--- src/rtl/fetch_queue_if.sv ---
// Fetch-queue bundle: instruction-memory request/response plus the decode-side FIFO head.
// The master modport is the fetch_queue's view; slave is the memory/decode environment.
interface fetch_queue_if #(
    parameter int XLEN = 32
);
    logic            o_IC_DataReq;
    logic [XLEN-1:0] o_IM_Addr;
    logic            i_IC_MemReady;
    logic [XLEN-1:0] i_IM_Instr;
    logic            o_valid;
    logic [XLEN-1:0] o_instr;
    logic [XLEN-1:0] o_pc;
    logic            o_fault;
    logic            i_ready;
    logic            i_redirect;
    logic [XLEN-1:0] i_redirect_pc;
    logic            o_empty;

    modport master (
        output o_IC_DataReq, o_IM_Addr, o_valid, o_instr, o_pc, o_fault, o_empty,
        input  i_IC_MemReady, i_IM_Instr, i_ready, i_redirect, i_redirect_pc
    );

    modport slave (
        input  o_IC_DataReq, o_IM_Addr, o_valid, o_instr, o_pc, o_fault, o_empty,
        output i_IC_MemReady, i_IM_Instr, i_ready, i_redirect, i_redirect_pc
    );
endinterface

--- src/rtl/fetch_queue.sv ---
// Decoupled sequential prefetcher: issues one request at a time, buffers returned
// instructions with their PCs in a DEPTH-entry FIFO, and handles redirect/flush/fault.
`ifndef PC_RESET
`define PC_RESET 32'h0000_0000
`endif

module fetch_queue #(
    parameter int              XLEN     = 32,
    parameter int              DEPTH    = 4,
    parameter logic [XLEN-1:0] PC_RESET = XLEN'(`PC_RESET)
) (
    input logic           i_clk,
    input logic           i_rst,
    fetch_queue_if.master bus
);
    localparam int AW = $clog2(DEPTH);
    localparam int CW = AW + 1;
    localparam logic [CW-1:0] DEPTH_C = CW'(DEPTH);

    typedef struct packed {
        logic            fault;
        logic [XLEN-1:0] pc;
        logic [XLEN-1:0] instr;
    } entry_t;

    logic            req_q, req_d;
    logic [XLEN-1:0] addr_q, addr_d;
    logic [XLEN-1:0] fetch_pc_q, fetch_pc_d;
    logic            discard_q, discard_d;
    logic            halted_q, halted_d;
    logic            fault_pend_q, fault_pend_d;
    logic [XLEN-1:0] fault_pc_q, fault_pc_d;
    logic [AW-1:0]   wr_ptr_q, wr_ptr_d;
    logic [AW-1:0]   rd_ptr_q, rd_ptr_d;
    logic [CW-1:0]   count_q, count_d;
    entry_t          hold_q, hold_d;
    entry_t          fifo_mem [DEPTH];

    logic   transfer, valid, pop, misaligned;
    logic   mem_push, fault_push, push, issue;
    entry_t head, push_entry;

    assign transfer   = req_q & bus.i_IC_MemReady;
    assign valid      = (count_q != '0);
    assign pop        = valid & bus.i_ready;
    assign misaligned = (bus.i_redirect_pc[1:0] != 2'b00);

    // A pending fault entry waits until any discarded response has drained.
    assign mem_push   = transfer & ~discard_q & ~bus.i_redirect;
    assign fault_push = fault_pend_q & ~discard_q & ~bus.i_redirect;
    assign push       = mem_push | fault_push;

    assign push_entry = fault_push ? entry_t'{fault: 1'b1, pc: fault_pc_q, instr: '0}
                                   : entry_t'{fault: 1'b0, pc: addr_q, instr: bus.i_IM_Instr};
    assign head       = fifo_mem[rd_ptr_q];

    always_comb begin
        // NOTE: every always_comb target gets a default first, so no path can infer a latch.
        req_d        = req_q;
        addr_d       = addr_q;
        fetch_pc_d   = fetch_pc_q;
        discard_d    = discard_q;
        halted_d     = halted_q;
        fault_pend_d = fault_pend_q;
        fault_pc_d   = fault_pc_q;
        wr_ptr_d     = wr_ptr_q;
        rd_ptr_d     = rd_ptr_q;
        count_d      = count_q;

        if (bus.i_redirect) begin
            wr_ptr_d     = '0;
            rd_ptr_d     = '0;
            count_d      = '0;
            fetch_pc_d   = bus.i_redirect_pc;
            halted_d     = misaligned;
            fault_pend_d = misaligned;
            fault_pc_d   = bus.i_redirect_pc;
            discard_d    = req_q & ~bus.i_IC_MemReady;
        end else begin
            if (transfer)   discard_d    = 1'b0;
            if (push)       wr_ptr_d     = wr_ptr_q + AW'(1);
            if (pop)        rd_ptr_d     = rd_ptr_q + AW'(1);
            if (mem_push)   fetch_pc_d   = fetch_pc_q + XLEN'(4);
            if (fault_push) fault_pend_d = 1'b0;
            count_d = count_q + CW'(push) - CW'(pop);
        end

        // Issuing reserves a slot, so the FIFO can never be pushed while full.
        issue = ~halted_d & (~req_q | transfer) & (count_d < DEPTH_C);
        if (issue) begin
            req_d  = 1'b1;
            addr_d = fetch_pc_d;
        end else if (transfer) begin
            req_d  = 1'b0;
        end

        hold_d = valid ? head : hold_q;
    end

    // NOTE: sequential state uses <= so every flop samples the pre-edge values.
    always_ff @(posedge i_clk or negedge i_rst) begin
        if (!i_rst) begin
            req_q        <= 1'b0;
            addr_q       <= PC_RESET;
            fetch_pc_q   <= PC_RESET;
            discard_q    <= 1'b0;
            halted_q     <= 1'b0;
            fault_pend_q <= 1'b0;
            fault_pc_q   <= '0;
            wr_ptr_q     <= '0;
            rd_ptr_q     <= '0;
            count_q      <= '0;
            hold_q       <= '0;
        end else begin
            req_q        <= req_d;
            addr_q       <= addr_d;
            fetch_pc_q   <= fetch_pc_d;
            discard_q    <= discard_d;
            halted_q     <= halted_d;
            fault_pend_q <= fault_pend_d;
            fault_pc_q   <= fault_pc_d;
            wr_ptr_q     <= wr_ptr_d;
            rd_ptr_q     <= rd_ptr_d;
            count_q      <= count_d;
            hold_q       <= hold_d;
        end
    end

    // NOTE: entry storage is not reset; o_valid gates every read, so stale contents never escape.
    always_ff @(posedge i_clk) begin
        if (push) fifo_mem[wr_ptr_q] <= push_entry;
    end

    assign bus.o_IC_DataReq = req_q;
    assign bus.o_IM_Addr    = addr_q;
    assign bus.o_valid      = valid;
    assign bus.o_empty      = ~valid;
    assign bus.o_instr      = valid ? head.instr : hold_q.instr;
    assign bus.o_pc         = valid ? head.pc    : hold_q.pc;
    assign bus.o_fault      = valid ? head.fault : hold_q.fault;
endmodule

--- src/flat_wrapper.sv ---
// flat-port wrapper written by rule: the top's interface ports become plain ports
module fetch_queue_flat 
#(
    parameter int              XLEN     = 32,
    parameter int              DEPTH    = 4,
    parameter logic [XLEN-1:0] PC_RESET = XLEN'(`PC_RESET)
)
  (i_clk, i_rst, bus_o_IC_DataReq, bus_o_IM_Addr, bus_o_valid, bus_o_instr, bus_o_pc, bus_o_fault, bus_o_empty, bus_i_IC_MemReady, bus_i_IM_Instr, bus_i_ready, bus_i_redirect, bus_i_redirect_pc);
  fetch_queue_if #(.XLEN(XLEN)) bus_i ();
  input logic i_clk;
  input logic i_rst;
  output wire logic [$bits(bus_i.o_IC_DataReq)-1:0] bus_o_IC_DataReq;
  output wire logic [$bits(bus_i.o_IM_Addr)-1:0] bus_o_IM_Addr;
  output wire logic [$bits(bus_i.o_valid)-1:0] bus_o_valid;
  output wire logic [$bits(bus_i.o_instr)-1:0] bus_o_instr;
  output wire logic [$bits(bus_i.o_pc)-1:0] bus_o_pc;
  output wire logic [$bits(bus_i.o_fault)-1:0] bus_o_fault;
  output wire logic [$bits(bus_i.o_empty)-1:0] bus_o_empty;
  input wire logic [$bits(bus_i.i_IC_MemReady)-1:0] bus_i_IC_MemReady;
  input wire logic [$bits(bus_i.i_IM_Instr)-1:0] bus_i_IM_Instr;
  input wire logic [$bits(bus_i.i_ready)-1:0] bus_i_ready;
  input wire logic [$bits(bus_i.i_redirect)-1:0] bus_i_redirect;
  input wire logic [$bits(bus_i.i_redirect_pc)-1:0] bus_i_redirect_pc;
  assign bus_o_IC_DataReq = bus_i.o_IC_DataReq;
  assign bus_o_IM_Addr = bus_i.o_IM_Addr;
  assign bus_o_valid = bus_i.o_valid;
  assign bus_o_instr = bus_i.o_instr;
  assign bus_o_pc = bus_i.o_pc;
  assign bus_o_fault = bus_i.o_fault;
  assign bus_o_empty = bus_i.o_empty;
  assign bus_i.i_IC_MemReady = bus_i_IC_MemReady;
  assign bus_i.i_IM_Instr = bus_i_IM_Instr;
  assign bus_i.i_ready = bus_i_ready;
  assign bus_i.i_redirect = bus_i_redirect;
  assign bus_i.i_redirect_pc = bus_i_redirect_pc;
  fetch_queue #(.XLEN(XLEN), .DEPTH(DEPTH), .PC_RESET(PC_RESET)) u_core (.i_clk(i_clk), .i_rst(i_rst), .bus(bus_i));
endmodule
--- config.mk ---
export PLATFORM = sky130hd
export DESIGN_NAME = fetch_queue_flat
export DESIGN_NICKNAME = d
export VERILOG_FILES = /design/src/rtl/fetch_queue_if.sv /design/src/rtl/fetch_queue.sv /design/src/flat_wrapper.sv
export SDC_FILE = /design/constraint.sdc
export NUM_CORES = 1
export LEC_CHECK = 0
export ABC_AREA = 0
export CAP_MARGIN = 0
export CORE_MARGIN = 2
export CORE_UTILIZATION = 51
export DETAILED_ROUTE_END_ITERATION = 10
export PLACE_DENSITY_LB_ADDON = 0.3
export SYNTH_ARGS = -nofsm -noshare
export SYNTH_HDL_FRONTEND = slang
export SYNTH_SLANG_ARGS = --single-unit
--- constraint.sdc ---
create_clock -name i_clk -period 4.3 [get_ports i_clk]
set_input_delay 0.43 -clock i_clk [delete_from_list [all_inputs] [get_ports i_clk]]
set_output_delay 0.43 -clock i_clk [all_outputs]
set_load 0.05 [all_outputs]
==> results.md <==
* Largest net degree at the start of global routing at 106
* Maximum vdd drop at 0.7474 mV
* Core area at 0.03353 mm2
* Commonest non-fill, non-tap cells in the layout: 265 x nand2_1, 260 x edfxtp_1, 170 x dfrtp_1, 166 x clkdlybuf4s50_1, 65 x mux4_2
* Most used cell, CP: ha_1
* Die ar. at 0.03550 mm2
* TritonCTS clock tree: yes
* Longest Clk Path Bufs at 3
* N_diodes at 0
* Worst min path class: input pin to async pin
* WL per Instance at 19.57 um
* Pre-Repair DR Iteration Count at 5
* Compound-gate portion of the synthesized area at 3.008%
* Final HPWL DP at 21770 um
* TritonCTS buffer count at 45
* Part of the Yosys area used for sequential elements at 69.82%
* # rows at 67
* Finished Cell Area at 0.02104 mm2
* Lkg Pwr at 7.871 nW
* Clock Sinks at 432
* DRT antenna net count at 0
* Via count at 10050
* First-iteration detailed-routing DRC count at 943
* Max-slew headroom at 28.57%
* Crit end category: flop
* Worst Path Buf+Inv at 1
* Final hold vios at 0
* Slew @ Worst Pin at 1071 ps
* Critical path class: flop to flop
* Detailed Route WL at 36110 um
* Post-Synth Adder-Cell Area at 0.6203%
* Initial antenna violation count at 0
* Die W at 188.4 um
* CP max stage cell: or3_1
* Status: finished clean
* Area after DPL at 0.01961 mm2
* Number of global-route vias before repair at 10430
* Critical Path, Cell by Cell: or3_2 > and2_1 > ha_1 > inv_1 > ha_1 > fa_1 > xor3_1 > nor2_1 > or3_1 > o221ai_1
* H-tree levels at 2
* Post-synth EDFFs at 260
* Final period util at 89.75%
* Reg2reg path depth at 10
* I/O pin count at 169
* Worst hold margin at 41.15 ps
* Clock skew at 23.70 ps
* Final-report setup violation count at 0
* Syn avg cell area at 14.58 um2
* Power Dens Cells at 780.6 mW/mm2
* Post-Synth Simple-Gate Area at 10.60%
* Area grow syn2layout at 21.31%
* Placer Congestion at 0.8639
* Yosys warns at 0
* Commonest non-fill, non-tap cell in the layout: nand2_1
* Mapped Area at 0.01735 mm2
* Number of synthesized register bits at 432
* Later-pin clock latency in the skew report at 540 ps
* Fin. max-slew vios at 0
* Req. time, crit path at 4670 ps
* Grt total ovfl at 0
* DR DRC count at 0
* Crit path depth at 10
* Kind of launch point of the worst setup path: flop
* Post-cts hold buffer count at 0
* Clk root buf: clkbuf_16
* Critical path peak fanout at 29
* Crit-path max cell delay at 870 ps
* Syn nets at 1267
* IO Port Bufs at 168
* Global-route wire length before repair at 57640 um
* Ys async rst share at 39.81%
* Clock-pin slew on the worst setup and hold paths at 60 ps
* Post-route setup TNS at 0 ps
* Main synth FF type: edfxtp_1
* Main combinational cell family by area after synthesis: multiplexers
* Max-cap viol count at 0
* Setup Fix Bufs, Post-CTS at 0
* Post-Syn Instances at 1190
* RSZ-0062 raised after global routing: no
* Fin crit period at 3859 ps
* Vias per std cell at 5.447
* Share of cells above drive strength 1 at 16.11%
* Distinct cells, synth at 55
* Post-synthesis mux area share at 12.00%
* Total Power at 16.43 mW
* Die height at 188.4 um
* Synth Area in XOR/XNOR at 1.652%
* Maximum clock frequency at 0.2591 GHz
* Resized Gates After CTS at 0
* WP data arrival at 4230 ps
* Largest delay share family, worst path: simple AND/OR/NAND/NOR gates
* Gr usage total at 20.84%
* Starting Density at 51.73%
* Nets@finish at 1438
-- metal layers --
layer,GRT usage [%],wire length (um),vias to the layer above
li1,-,-,4652
met4,4.627,595,0
met5,0,0,-
met1,30.69,16720,5042
met2,33.11,16790,303
met3,3.502,1997,52
-- area by class of cell --
cell class,instances,area [um2]
Fill cell,2496,12490
Tap cell,448,560.5
Sequential cell,432,12120
Inverter,40,150.1
Timing Repair Buffer,187,1908
Clock buffer,65,1281
Clock inverter,18,152.6
Multi-Input combinational cell,655,4872
-- registers in the layout, summed over array words and instances (netlist names) --
register	count
u_core.halted_q	1
u_core.discard_q	1
u_core.wr_ptr_q	2
u_core.hold_q	65
u_core.bus.o_IC_DataReq	1
u_core.fault_pend_q	1
u_core.fault_pc_q	32
u_core.bus.o_IM_Addr	32
u_core.rd_ptr_q	2
u_core.count_q	3
u_core.fetch_pc_q	32
u_core.fifo_mem	260
-- cell usage after synthesis (2+ instances only) --
| cell type | number | area share [%] |
|---|---|---|
| dfrtp_1 | 172 | 25 |
| o211ai_1 | 4 | 0.17 |
| and2_1 | 3 | 0.11 |
| o221ai_1 | 12 | 0.61 |
| nor2b_1 | 40 | 1.4 |
| buf_1 | 8 | 0.17 |
| or2_2 | 3 | 0.11 |
| nor2_1 | 32 | 0.69 |
| nand4_1 | 12 | 0.43 |
| nand3_1 | 9 | 0.26 |
| xnor2_1 | 17 | 0.86 |
| or4_1 | 3 | 0.13 |
| o21ai_0 | 47 | 1.4 |
| buf_2 | 7 | 0.20 |
| mux2i_1 | 5 | 0.29 |
| a31oi_1 | 2 | 0.072 |
| or3_1 | 7 | 0.25 |
| xor2_1 | 13 | 0.66 |
| a21oi_1 | 13 | 0.38 |
| nor3_1 | 13 | 0.38 |
| mux4_2 | 65 | 8.4 |
| ha_1 | 7 | 0.50 |
| mux2_2 | 49 | 3.2 |
| clkbuf_1 | 46 | 1.0 |
| nand4b_1 | 2 | 0.10 |
| nor4_1 | 9 | 0.32 |
| nand2_1 | 265 | 5.7 |
| edfxtp_1 | 260 | 45 |
| inv_1 | 39 | 0.84 |
-- final timing paths --
path | start | slack [ps] | to
worst max-delay path | u_core.count_q[1] | 440 | u_core.bus.o_IM_Addr[30]
worst min-delay path | i_rst | 40 | u_core.hold_q[7]
worst max register to register | u_core.count_q[1] | 440 | u_core.bus.o_IM_Addr[30]
worst min register to register | u_core.hold_q[29] | 460 | u_core.hold_q[29]
max in group asynchronous | i_rst | 3270 | u_core.fault_pc_q[0]
min in group i_clk | bus_i_redirect | 290 | u_core.rd_ptr_q[1]
-- logic make-up after synthesis --
kind of cell	Yosys count
buf+inv	103
xor+xnor	31
fa+ha+maj	8
simple gates	409
flops	432
compound gates	87
mux	120
-- power by group --
| group | switching [mW] | internal [mW] |
|---|---|---|
| Clock | 1.54 | 2.19 |
| Sequential | 0.426 | 5.36 |
| Combinational | 4.60 | 2.31 |
| Total | 6.56 | 9.86 |
-- metrics by stage --
step           setup slack [ps]  utilization (%)  instances
5_1_grt                   182.2            62.76       1845
6_report                  440.9            62.76       1845
4_1_cts                   410.9            62.76       1845
3_5_place_dp              424.0            58.48       1762
2_1_floorplan            -416.4                -       1190
3_3_place_gp              562.4            58.48       1762
Power figures use the tool's default switching activity.
